==> config.mk <==
export PLATFORM = sky130hd
export DESIGN_NAME = nn_sigmoid_scheduler
export DESIGN_NICKNAME = d
export VERILOG_FILES = /design/src/rtl/nn_pkg.sv /design/src/rtl/nn_watchdog.sv /design/src/rtl/nn_sigmoid_scheduler.sv
export SDC_FILE = /design/constraint.sdc
export NUM_CORES = 1
export LEC_CHECK = 0
export CORE_ASPECT_RATIO = 0.8
export CORE_MARGIN = 2
export CORE_UTILIZATION = 39
export DETAILED_ROUTE_END_ITERATION = 7
export PLACE_DENSITY_LB_ADDON = 0.25
export SLEW_MARGIN = 20
export SYNTH_ARGS = -nofsm -noshare
export SYNTH_HDL_FRONTEND = slang
export SYNTH_HIERARCHICAL = 1
export SYNTH_SLANG_ARGS = --single-unit
==> constraint.sdc <==
create_clock -name clk -period 2 [get_ports clk]
set_input_delay 0.2 -clock clk [delete_from_list [all_inputs] [get_ports clk]]
set_output_delay 0.2 -clock clk [all_outputs]
set_load 0.01 [all_outputs]
==> src/rtl/nn_pkg.sv <==
// ============================================================================
// Module   : nn_pkg
// Purpose  : Shared definitions for the 2-2-1 network sigmoid sequencer:
//            float word geometry, watchdog/latency counter width and the
//            scheduler state encoding.
// Revision : 1.0 - initial release
// ============================================================================
`default_nettype none

package nn_pkg;

    localparam int C_EXP_WIDTH  = 8;
    localparam int C_MANT_WIDTH = 24;   // includes the hidden bit
    localparam int C_WORD_W     = C_EXP_WIDTH + C_MANT_WIDTH;
    localparam int C_CNT_W      = 8;

    // One state per sigmoid wait, plus a settle state before the output
    // neuron so its pre-activation reflects the freshly stored hidden values.
    typedef enum logic [2:0] {
        ST_IDLE      = 3'd0,
        ST_WAIT_H1   = 3'd1,
        ST_WAIT_H2   = 3'd2,
        ST_ISSUE_OUT = 3'd3,
        ST_WAIT_OUT  = 3'd4
    } nn_state_t;

endpackage : nn_pkg

`default_nettype wire

==> src/rtl/nn_watchdog.sv <==
// ============================================================================
// Module   : nn_watchdog
// Purpose  : Cycle counter guarding one outstanding sigmoid request.
//            Counts while enabled, holds at the limit, and flags expiry in
//            the cycle it would reach TIMEOUT.
// Ports    : clk, rst_l  - clock, synchronous active-low reset
//            clear       - force the count to zero (wins over enable)
//            enable      - count this cycle
//            expire      - count has reached TIMEOUT-1 while enabled
// Revision : 1.0 - initial release
// ============================================================================
`default_nettype none

module nn_watchdog
    import nn_pkg::*;
#(
    parameter int TIMEOUT = 255,
    parameter int CNT_W   = C_CNT_W
) (
    input  logic clk,
    input  logic rst_l,
    input  logic clear,
    input  logic enable,
    output logic expire
);

    // Expiry fires on the edge that would take the count to TIMEOUT, so the
    // timeout pulse lands exactly TIMEOUT cycles after the issue pulse.
    localparam logic [CNT_W-1:0] C_LIMIT = CNT_W'(TIMEOUT - 1);

    logic [CNT_W-1:0] r_count;
    logic             w_at_limit;

    assign w_at_limit = (r_count >= C_LIMIT);
    assign expire     = enable && w_at_limit;

    always_ff @(posedge clk) begin
        if (!rst_l || clear) begin
            r_count <= '0;
        end else if (enable && !w_at_limit) begin
            r_count <= r_count + CNT_W'(1);
        end
    end

endmodule : nn_watchdog

`default_nettype wire

==> src/rtl/nn_sigmoid_scheduler.sv <==
// ============================================================================
// Module   : nn_sigmoid_scheduler
// Purpose  : Time-shares one sequential sigmoid unit across the three neuron
//            activations of the 2-2-1 network (h1, h2, output), with a
//            watchdog on every outstanding request and synchronous abort.
// Ports    : clk, rst_l          - clock, synchronous active-low reset
//            start, abort        - request / cancel an inference
//            h1_pre, h2_pre      - layer-1 pre-activations
//            out_pre             - layer-2 pre-activation (from h1/h2_act)
//            sig_in_x/_valid     - operand and issue pulse to the sigmoid
//            sig_out/_valid      - sigmoid result and completion pulse
//            h1_act, h2_act      - stored hidden activations
//            result, done        - network output and its update pulse
//            busy, timeout       - status, watchdog expiry pulse
//            last_latency        - start-to-done cycles, saturating
// Revision : 1.0 - initial release
// ============================================================================
`default_nettype none

module nn_sigmoid_scheduler
    import nn_pkg::*;
#(
    parameter int EXP_WIDTH  = C_EXP_WIDTH,
    parameter int MANT_WIDTH = C_MANT_WIDTH,
    parameter int TIMEOUT    = 255,          // must be below 2**CNT_W
    parameter int CNT_W      = C_CNT_W,
    localparam int W         = EXP_WIDTH + MANT_WIDTH
) (
    input  logic             clk,
    input  logic             rst_l,
    input  logic             start,
    input  logic             abort,
    input  logic [W-1:0]     h1_pre,
    input  logic [W-1:0]     h2_pre,
    input  logic [W-1:0]     out_pre,
    output logic [W-1:0]     sig_in_x,
    output logic             sig_in_valid,
    input  logic [W-1:0]     sig_out,
    input  logic             sig_out_valid,
    output logic [W-1:0]     h1_act,
    output logic [W-1:0]     h2_act,
    output logic [W-1:0]     result,
    output logic             done,
    output logic             busy,
    output logic             timeout,
    output logic [CNT_W-1:0] last_latency
);

    localparam logic [CNT_W-1:0] C_LAT_MAX = {CNT_W{1'b1}};

    nn_state_t        r_state;
    logic [W-1:0]     r_sig_in_x;
    logic             r_sig_in_valid;
    logic [W-1:0]     r_h1_act;
    logic [W-1:0]     r_h2_act;
    logic [W-1:0]     r_result;
    logic             r_done;
    logic             r_timeout;
    logic [CNT_W-1:0] r_lat;
    logic [CNT_W-1:0] r_last_latency;

    logic             w_in_wait;
    logic             w_wd_enable;
    logic             w_wd_clear;
    logic             w_wd_expire;

    assign w_in_wait = (r_state == ST_WAIT_H1) ||
                       (r_state == ST_WAIT_H2) ||
                       (r_state == ST_WAIT_OUT);

    // The watchdog only runs while a request is genuinely outstanding. Any
    // other cycle (idle, settle, result arrival, abort) restarts it, which
    // also covers every issue since each issue follows one of those cycles.
    assign w_wd_enable = w_in_wait && !sig_out_valid && !abort;
    assign w_wd_clear  = !w_wd_enable;

    nn_watchdog #(
        .TIMEOUT (TIMEOUT),
        .CNT_W   (CNT_W)
    ) u_watchdog (
        .clk     (clk),
        .rst_l   (rst_l),
        .clear   (w_wd_clear),
        .enable  (w_wd_enable),
        .expire  (w_wd_expire)
    );

    always_ff @(posedge clk) begin
        if (!rst_l) begin
            r_state        <= ST_IDLE;
            r_sig_in_x     <= '0;
            r_sig_in_valid <= 1'b0;
            r_h1_act       <= '0;
            r_h2_act       <= '0;
            r_result       <= '0;
            r_done         <= 1'b0;
            r_timeout      <= 1'b0;
            r_lat          <= '0;
            r_last_latency <= '0;
        end else begin
            // Pulses default low; only the branches below raise them.
            r_sig_in_valid <= 1'b0;
            r_done         <= 1'b0;
            r_timeout      <= 1'b0;

            if ((r_state != ST_IDLE) && (r_lat != C_LAT_MAX)) begin
                r_lat <= r_lat + CNT_W'(1);
            end

            if ((r_state != ST_IDLE) && abort) begin
                // Abort outranks result arrival, expiry and start; stored
                // activations and result are left untouched.
                r_state <= ST_IDLE;
            end else begin
                case (r_state)
                    ST_IDLE: begin
                        // A coincident stray sig_out_valid is not looked at.
                        if (start && !abort) begin
                            r_sig_in_x     <= h1_pre;
                            r_sig_in_valid <= 1'b1;
                            r_lat          <= CNT_W'(1);
                            r_state        <= ST_WAIT_H1;
                        end
                    end

                    ST_WAIT_H1: begin
                        if (sig_out_valid) begin
                            r_h1_act       <= sig_out;
                            r_sig_in_x     <= h2_pre;
                            r_sig_in_valid <= 1'b1;
                            r_state        <= ST_WAIT_H2;
                        end else if (w_wd_expire) begin
                            r_timeout <= 1'b1;
                            r_state   <= ST_IDLE;
                        end
                    end

                    ST_WAIT_H2: begin
                        if (sig_out_valid) begin
                            r_h2_act <= sig_out;
                            r_state  <= ST_ISSUE_OUT;
                        end else if (w_wd_expire) begin
                            r_timeout <= 1'b1;
                            r_state   <= ST_IDLE;
                        end
                    end

                    ST_ISSUE_OUT: begin
                        // out_pre is now derived from the updated h1/h2_act.
                        r_sig_in_x     <= out_pre;
                        r_sig_in_valid <= 1'b1;
                        r_state        <= ST_WAIT_OUT;
                    end

                    ST_WAIT_OUT: begin
                        if (sig_out_valid) begin
                            r_result       <= sig_out;
                            r_done         <= 1'b1;
                            r_last_latency <= r_lat;
                            r_state        <= ST_IDLE;
                        end else if (w_wd_expire) begin
                            r_timeout <= 1'b1;
                            r_state   <= ST_IDLE;
                        end
                    end

                    default: begin
                        r_state <= ST_IDLE;
                    end
                endcase
            end
        end
    end

    assign sig_in_x     = r_sig_in_x;
    assign sig_in_valid = r_sig_in_valid;
    assign h1_act       = r_h1_act;
    assign h2_act       = r_h2_act;
    assign result       = r_result;
    assign done         = r_done;
    assign timeout      = r_timeout;
    assign last_latency = r_last_latency;
    assign busy         = (r_state != ST_IDLE);

endmodule : nn_sigmoid_scheduler

`default_nettype wire

Word-level counts from Yosys, hierarchy flattened
Cells that the tools add are included.
Storage, ports and cells
  bits in registers: 158
  logic and storage cells: 68
Cells by class
  bitwise gates (word level): 4
  $add $sub $neg: 2
  $lt $le $gt $ge: 1
  reduce and logical (&&, ||, !) cells: 26
  multiplexer cells: 17
  eq/ne operators: 7
Operators with widths (number)
  $pmux W32 S3: 1
  $mux W32: 2
  $mux W8: 4
  $add A8 B1 Y8 const B: 2
  $mux W3: 5
  $pmux W3 S5: 1
  $reduce_and A3 Y1: 3
  $ge A8 B8 Y1 const B: 1
  $ne A8 B8 Y1 const B: 1
  $logic_and A1 B1 Y1: 7
  $eq A3 B2 Y1 const B: 2
  $reduce_bool A3 Y1: 2
  $reduce_or A3 Y1: 2
  $logic_not A1 Y1: 5
  $ne A2 B2 Y1 const B: 2
  $not A1 Y1: 4
  $reduce_and A4 Y1: 1
  $reduce_or A4 Y1: 1
  $eq A3 B1 Y1 const B: 1
  $eq A3 B3 Y1 const B: 1
  $logic_not A3 Y1: 1
  $logic_or A1 B1 Y1: 3
  $mux W1: 3
  $pmux W1 S3: 1
  $reduce_or A2 Y1: 1

Depth between registers and ports, before layout
Gate-level depths: netlist (run 1).
  depth after elaboration: 9
  gate-level depth with buffers: 10

Hierarchy
Netlist (run 1), hierarchy kept.
Modules (own cells, without submodules)
  nn_sigmoid_scheduler: cells each 756, area each 6124.6 µm², seq. area each 3002.9 µm², instances 1
  nn_watchdog: cells each 47, area each 411.6 µm², seq. area each 160.2 µm², instances 1

Least setup slack after synthesis (run 1)
No wires, ideal clock.
  kind: register to register
  start: reg r_state[1]
  end: reg u_watchdog.r_count[5]
  setup time: 78 ps
  setup slack: 30 ps
  data arrival time: 1892 ps
  path buffers: 3
  data required time: 1922 ps
  cell stages (with the launch flop): 10
  path through: dfxtp_1 buf_4 buf_8 buf_4 xor2_1 o211ai_1 inv_1 and4_2 and4_1 nor3_1
On the way
  longest elaborated chain between the ends: 7
  elaborated cells on any way between the ends: 10
  those cells by class: eq/ne (3); reduce/logical (7)
RTL lines
  start: declaration: line nn_sigmoid_scheduler.sv:51  | nn_state_t r_state;
  start signal: assignment: line nn_sigmoid_scheduler.sv:90  | r_state <= ST_IDLE;
  start signal: assignment: line nn_sigmoid_scheduler.sv:113  | r_state <= ST_IDLE;
  start signal: assignment: line nn_sigmoid_scheduler.sv:122  | r_state <= ST_WAIT_H1;
  $eq A3 B1 Y1 or $eq A3 B2 Y1 (tied branches): line nn_sigmoid_scheduler.sv:67, nn_sigmoid_scheduler.sv:68
  $logic_or A1 B1 Y1: line nn_sigmoid_scheduler.sv:67  | assign w_in_wait = (r_state == ST_WAIT_H1) ||
  $logic_or A1 B1 Y1 *: line nn_sigmoid_scheduler.sv:68  | (r_state == ST_WAIT_H2) ||
  $logic_and A1 B1 Y1 * (2 in series): line nn_sigmoid_scheduler.sv:74  | assign w_wd_enable = w_in_wait && !sig_out_valid && !abort;
  $logic_not A1 Y1 *: line nn_sigmoid_scheduler.sv:75  | assign w_wd_clear = !w_wd_enable;
  via w_wd_clear: line nn_sigmoid_scheduler.sv:64  | logic w_wd_clear;
  $logic_or A1 B1 Y1 *: line nn_watchdog.sv:38  | if (!rst_l || clear) begin
  end signal: assignment: line nn_watchdog.sv:41  | r_count <= r_count + CNT_W'(1);
  end: declaration: line nn_watchdog.sv:31  | logic [CNT_W-1:0] r_count;
The timed path passes the listed nets; every way through them passes the cells marked *.
A chain may end at the register's enable or synchronous reset.

Worst setup path in the final report (run 1)
  start: reg r_state[2]
  end: out busy
On the way
  longest elaborated chain between the ends: 1
RTL lines
  $reduce_bool A3 Y1: line nn_sigmoid_scheduler.sv:183  | assign busy = (r_state != ST_IDLE);
  end: declaration: line nn_sigmoid_scheduler.sv:44  | output logic busy,
Every way passes these cells.

==> results of run 1 <==
## placed cells by master (no fill, tap or decap), types with 2 or more instances in the layout
cell type / instances
clkdlybuf4s50_1: 272
nand2_1: 250
dfxtp_1: 156
a21oi_1: 144
nor2_1: 46
mux2i_1: 35
a211o_1: 32
clkbuf_16: 17
nand3_1: 9
buf_12: 8
buf_4: 7
a211oi_1: 6
nor3_1: 6
inv_6: 6
inv_1: 5
o21ai_0: 5
and3_1: 5
clkinv_4: 4
nor2b_1: 3
a31oi_1: 3
ha_1: 3
o211ai_1: 2
nand2b_1: 2
and4_1: 2
clkinvlp_4: 2
dfxtp_2: 2
a41oi_1: 2
## worst max-delay path: stages, from the launching register on
cell and delay [ns]:
dfxtp_1 0.43, buf_4 0.22, nor3_4 0.06, inv_1 0.06, clkdlybuf4s50_1 0.52
## sequential cells by signal, summed over array words and instances, names as in the netlist
name                cells
timeout                 1
h1_act                 32
r_lat                   8
u_watchdog/r_count      8
done                    1
r_state                 3
sig_in_valid            1
result                 32
h2_act                 32
sig_in_x               32
last_latency            8
## how the worst max path moves through the flow
stage / start / end
6_report: r_state[2] / busy
5_1_grt: r_state[2] / busy
4_1_cts: r_state[2] / busy
3_5_place_dp: abort / sig_in_x[26]
3_3_place_gp: abort / sig_in_x[4]
2_1_floorplan: r_state[1] / u_watchdog/r_count[5]
## where the power goes
part	internal, mW	total [mW]	switching, mW	leakage [nW]
clock	1.75	3.15	1.40	0.278
combinational	0.423	0.725	0.303	1.84
sequential	3.20	3.24	0.0353	1.28
## layout make-up
type | instances | area [um^2] | share of cell area, %
Clock buffer | 17 | 425.4 | 4.257
Clock inverter | 15 | 148.9 | 1.490
Inverter | 6 | 25.02 | 0.2504
Multi-Input combinational cell | 579 | 3018 | 30.20
Sequential cell | 158 | 3166 | 31.68
Tap cell | 220 | 275.3 | 2.754
Timing Repair Buffer | 287 | 2935 | 29.37
## metrics by stage
stage / std cells / cell area, um^2 / setup slack [ns] / hold slack (ns) / utilization (%)
final: 1282 / 9993 / 0.09160 / 0.3922 / 60.56
after global routing: 1282 / 9993 / 0.007572 / 0.3732 / 60.56
after CTS: 1282 / 9993 / 0.06331 / 0.3651 / 60.56
after detailed placement: 1250 / 9412 / 0.1341 / 0.4457 / 57.04
after global placement: 1250 / 9412 / 0.1961 / 0.4404 / 57.04
after floorplan: 803 / 6536 / 0.03021 / 0.2767 / -
## routing by layer
layer / track usage (%) / up-vias / wire length, um
li1: - / 3213 / -
met2: 36.37 / 230 / 9463
met5: 0 / - / 0
met4: 7.560 / 0 / 417
met1: 27.56 / 2969 / 8850
met3: 7.148 / 25 / 1764
## cells by family after synthesis
group / synth area share (%)
adder cells (fa/ha/maj): 0.5743
multiplexers: 5.532
XOR/XNOR: 0.1340
AO/OA/AOI/OAI: 18.38
AND/OR/NAND/NOR: 21.27
buffers and inverters: 5.724
flip-flops: 48.39
## what timing repair did
item / 4_1_cts / 5_1_grt
hold buffers: 0 / 0
buffers inserted: 0 / 0
setup endpoints to repair: 1 / 0
gates resized for setup: 2 / 0
==> metrics.md, run 1 <==
| Metric | Value |
|---|---|
| Vias/cell | 5.021 |
| Fraction of layout cells with a size suffix above 1 | 5.744% |
| Synth Flop Type | dfxtp_1 |
| Final Skew | 0.006706 ns |
| Area Growth Syn to Fin | 52.89% |
| R2R cell count | 7 |
| Initial Util | 39.61% |
| Async SR Flop Fraction | 0% |
| Num CTS Buffers | 17 |
| Total GRT Usage | 22.17% |
| Hold path cells | 3 |
| Synthesized area per cell | 8.140 um^2 |
| FF-to-FF End | r_state[2] |
| Global-route wire length before repair | 31.15 mm |
| P_leak | 3.398 nW |
| Seq cells post-synth | 158 |
| Flop2flop setup slack | 0.26 ns |
| Syn nets | 939 |
| Area leader, netlist | dfxtp_1 |
| Pwr Density | 711.4 nW/um^2 |
| Origin of the critical flop-to-flop path | u_watchdog/r_count[0] |
| Die area | 17820 um^2 |
| Commonest cells in the netlist | 250 x nand2_1, 158 x dfxtp_1, 144 x a21oi_1 |
| Unique masters post-synth | 48 |
| Initial DRC count | 309 |
| Fmax | 524.0 MHz |
| Slew @ Worst Pin | 0.4933 ns |
| Most common cell in the netlist | nand2_1 |
| Hpwl dp | 14.09 mm |
| N_diodes | 0 |
| Power, Total | 7.109 mW |
| Relative slew margins | 67.11% |
| DR DRC count | 0 |
| Final Cycle Share | 95.42% |
| Gr ovfl total | 0 |
| Worst-path clk slew | 0.07 ns |
| Mapped Area | 6536 um^2 |
| Fin. Hold Viols | 0 |
| Count of endpoints failing setup in the final report | 0 |
| Post-synth EDFFs | 0 |
| Post-synth top area share | 48.39% |
| Die width | 148.7 um |
| Max-slew violations | 0 |
| Hold Startpoint | sig_out[16] |
| Max-Cap Viols | 0 |
| Largest net degree at the start of global routing | 92 |
| WS Path Type | reg2out |
| Crit path capture type | output port |
| Crit path required time | 1.80 ns |
| Port bufs | 272 |
| Post-Synthesis Cells | 803 |
| # clock sinks | 158 |
| Worst Hold Endpoint | result[16] |
| Initial antenna violation count | 0 |
| Crit Path Max Fanout | 8 |
| Status | completed |
| Fill cells | 1504 |
| WL final | 20.50 mm |
| Synth area leaders | dfxtp_1 48%, nand2_1 14%, a21oi_1 11% |
| Maximum VDD drop | 0.0005637 V |
| Core Rows | 42 |
| Placer Congestion | 0.8042 |
| IO Pins | 273 |
| Drt wl/cell | 15.99 um |
| RSZ-0062 raised after global routing | false |
| Ys Warns | 6 |
| Seq/Total Area, Yosys | 48.39% |
| Startpoint types | register |
| Vias in the first global route | 5801 |
| Critical Path AT | 1.71 ns |
| Tmin final | 1.908 ns |
| Total iterations of the first detailed-routing run | 7 |
| Final setup TNS | 0 ns |
| Worst min path class | in2reg |
| Htree depth | 4 |
| Latest clock arrival within the worst-skew pair | 0.42 ns |
| Core area | 16500 um^2 |
| Via count | 6437 |
| Root buf cell | clkbuf_16 |
| Routed Antenna Nets | 0 |
| Die height | 119.8 um |
| Fin nets | 1185 |
| CTS tree | done |
| Maximum buffer depth of the clock tree | 2 |
Note: power is estimated with default switching activity, not from simulation.
==> inputs of run 2 (changes only) <==
--- a/config.mk
+++ b/config.mk
@@ -5,9 +5,11 @@
 export SDC_FILE = /design/constraint.sdc
 export NUM_CORES = 1
 export LEC_CHECK = 0
+export CELL_PAD_IN_SITES_DETAIL_PLACEMENT = 0
+export CELL_PAD_IN_SITES_GLOBAL_PLACEMENT = 1
 export CORE_ASPECT_RATIO = 0.8
 export CORE_MARGIN = 2
-export CORE_UTILIZATION = 39
+export CORE_UTILIZATION = 27
 export DETAILED_ROUTE_END_ITERATION = 7
 export PLACE_DENSITY_LB_ADDON = 0.25
 export SLEW_MARGIN = 20
==> run 2 against run 1 <==
Against the previous run: clock skew up 0.0047 ns; via count is 1.5% lower; global-route usage down 5.5 points; first-iteration DRC count is 0.97% lower; non-clock buffer count is 5 higher; combinational power rose by 3%; sequential share of layout area down 0.63 points; critical endpoint unchanged.
==> metrics.md, run 2 (synthesis results as in run 1) <==
| Metric | Value |
|---|---|
| Initial antenna violation count | 0 |
| WS Path Type | reg2out |
| Final setup TNS | 0 ns |
| Latest clock arrival within the worst-skew pair | 0.43 ns |
| Total GRT Usage | 16.70% |
| Gr ovfl total | 0 |
| # clock sinks | 158 |
| Fmax | 540.8 MHz |
| Port bufs | 272 |
| Crit path required time | 1.80 ns |
| Max-slew violations | 0 |
| Origin of the critical flop-to-flop path | r_state[1] |
| Pwr Density | 723.1 nW/um^2 |
| Pre-CTS setup slack | 0.1436 ns |
| Largest net degree at the start of global routing | 66 |
| Tmin final | 1.849 ns |
| Routed Antenna Nets | 0 |
| CP startpoint | r_state[0] |
| Count of endpoints failing setup in the final report | 0 |
| Most common cell after layout, fill and taps aside | clkdlybuf4s50_1 |
| RSZ-0062 raised after global routing | false |
| Critical Path AT | 1.65 ns |
| Die width | 178.0 um |
| Fin util | 43.23% |
| CP max stage delay | 0.48 ns |
| Slowest-stage cell, CP | clkdlybuf4s50_1 |
| Fin nets | 1190 |
| Initial Util | 27.71% |
| Relative slew margins | 68.85% |
| Max-Cap Viols | 0 |
| Num CTS Buffers | 17 |
| Htree depth | 4 |
| Worst min path class | in2reg |
| Worst-path clk slew | 0.07 ns |
| Final Skew | 0.01137 ns |
| Core area | 23590 um^2 |
| WL final | 22.14 mm |
| Crit path capture type | output port |
| Maximum buffer depth of the clock tree | 2 |
| Vias in the first global route | 5834 |
| Slew @ Worst Pin | 0.4673 ns |
| Buffer count from post-CTS setup fixing | 0 |
| Fin. Hold Viols | 0 |
| IO Pins | 273 |
| Final Cycle Share | 92.45% |
| CTS tree | done |
| Total iterations of the first detailed-routing run | 4 |
| Startpoint types | register |
| Final setup margin | 0.1510 ns |
| Initial DRC count | 306 |
| Worst-path cell chain | nor3_2, inv_1, clkdlybuf4s50_1 |
| Drt wl/cell | 16.06 um |
| Root buf cell | clkbuf_16 |
| Via count | 6343 |
| Status | completed |
| Die height | 143.2 um |
| N_diodes | 0 |
| Area Growth Syn to Fin | 55.99% |
| Maximum VDD drop | 0.0005217 V |
| P_leak | 3.446 nW |
| Core Rows | 50 |
| Global-route wire length before repair | 32.91 mm |
| Hpwl dp | 15.42 mm |
| Fraction of layout cells with a size suffix above 1 | 6.186% |
| Crit Path Max Fanout | 11 |
| DR DRC count | 0 |
| Commonest non-fill, non-tap cells in the layout | 272 x clkdlybuf4s50_1, 250 x nand2_1, 156 x dfxtp_1, 144 x a21oi_1, 46 x nor2_1 |
| Die area | 25480 um^2 |
| Placer Congestion | 0.7584 |
| Hold Startpoint | sig_out[18] |
| Vias/cell | 4.600 |
## run 2: layer usage
layer / GRT usage (%) / part of all wire (%)
met1: 20.84 / 45
met2: 27.36 / 45
met3: 6.150 / 9.7
met4: 3.969 / 0.98
met5: 0 / 0
## run 2: power breakdown
part           switching (mW)  leakage, nW  internal [mW]  total, mW
logic                   0.312         1.87          0.432      0.744
clock network            1.47        0.300           1.93       3.40
registers              0.0344         1.28           3.20       3.23
total                    1.82         3.45           5.56       7.37
## run 2: final timing paths
check / end / slack (ns) / cells after the start
worst max-delay path: busy / 0.15 / 3
worst max register to register: u_watchdog/r_count[5] / 0.30 / 6
worst min register to register: last_latency[0] / 0.45 / 2
worst min-delay path: h1_act[18] / 0.38 / 3
## run 2: critical path: cells and delay by family (launching register included)
family | cells | cell delay, ns
buffers and inverters | 2 | 0.55
flip-flops | 1 | 0.40
AND/OR/NAND/NOR | 1 | 0.28
## run 2: area by class of cell
type | count | area [um^2]
multi-input combinational | 579 | 3015
fill | 2409 | 13390
sequential | 158 | 3166
tap | 312 | 390.4
inverter | 6 | 25.02
timing repair buffer | 292 | 2985
clock buffer | 18 | 439.2
clock inverter | 14 | 175.2
## run 2: through the flow
step	hold slack (ns)	std cells	area, um^2	total power [mW]
final	0.3831	1379	10200	7.373
after global routing	0.3846	1379	10200	7.685
after CTS	0.3687	1379	10200	7.484
after detailed placement	0.4458	1347	9580	4.057
after global placement	0.4407	1347	9580	4.055
after floorplan	0.2767	803	6536	3.583
## run 2: repair_timing
action                                  CTS  global route
resized for setup                         1             0
hold buffers                              0             0
endpoints found under the setup margin    1             0
endpoints found under the hold margin     0             0
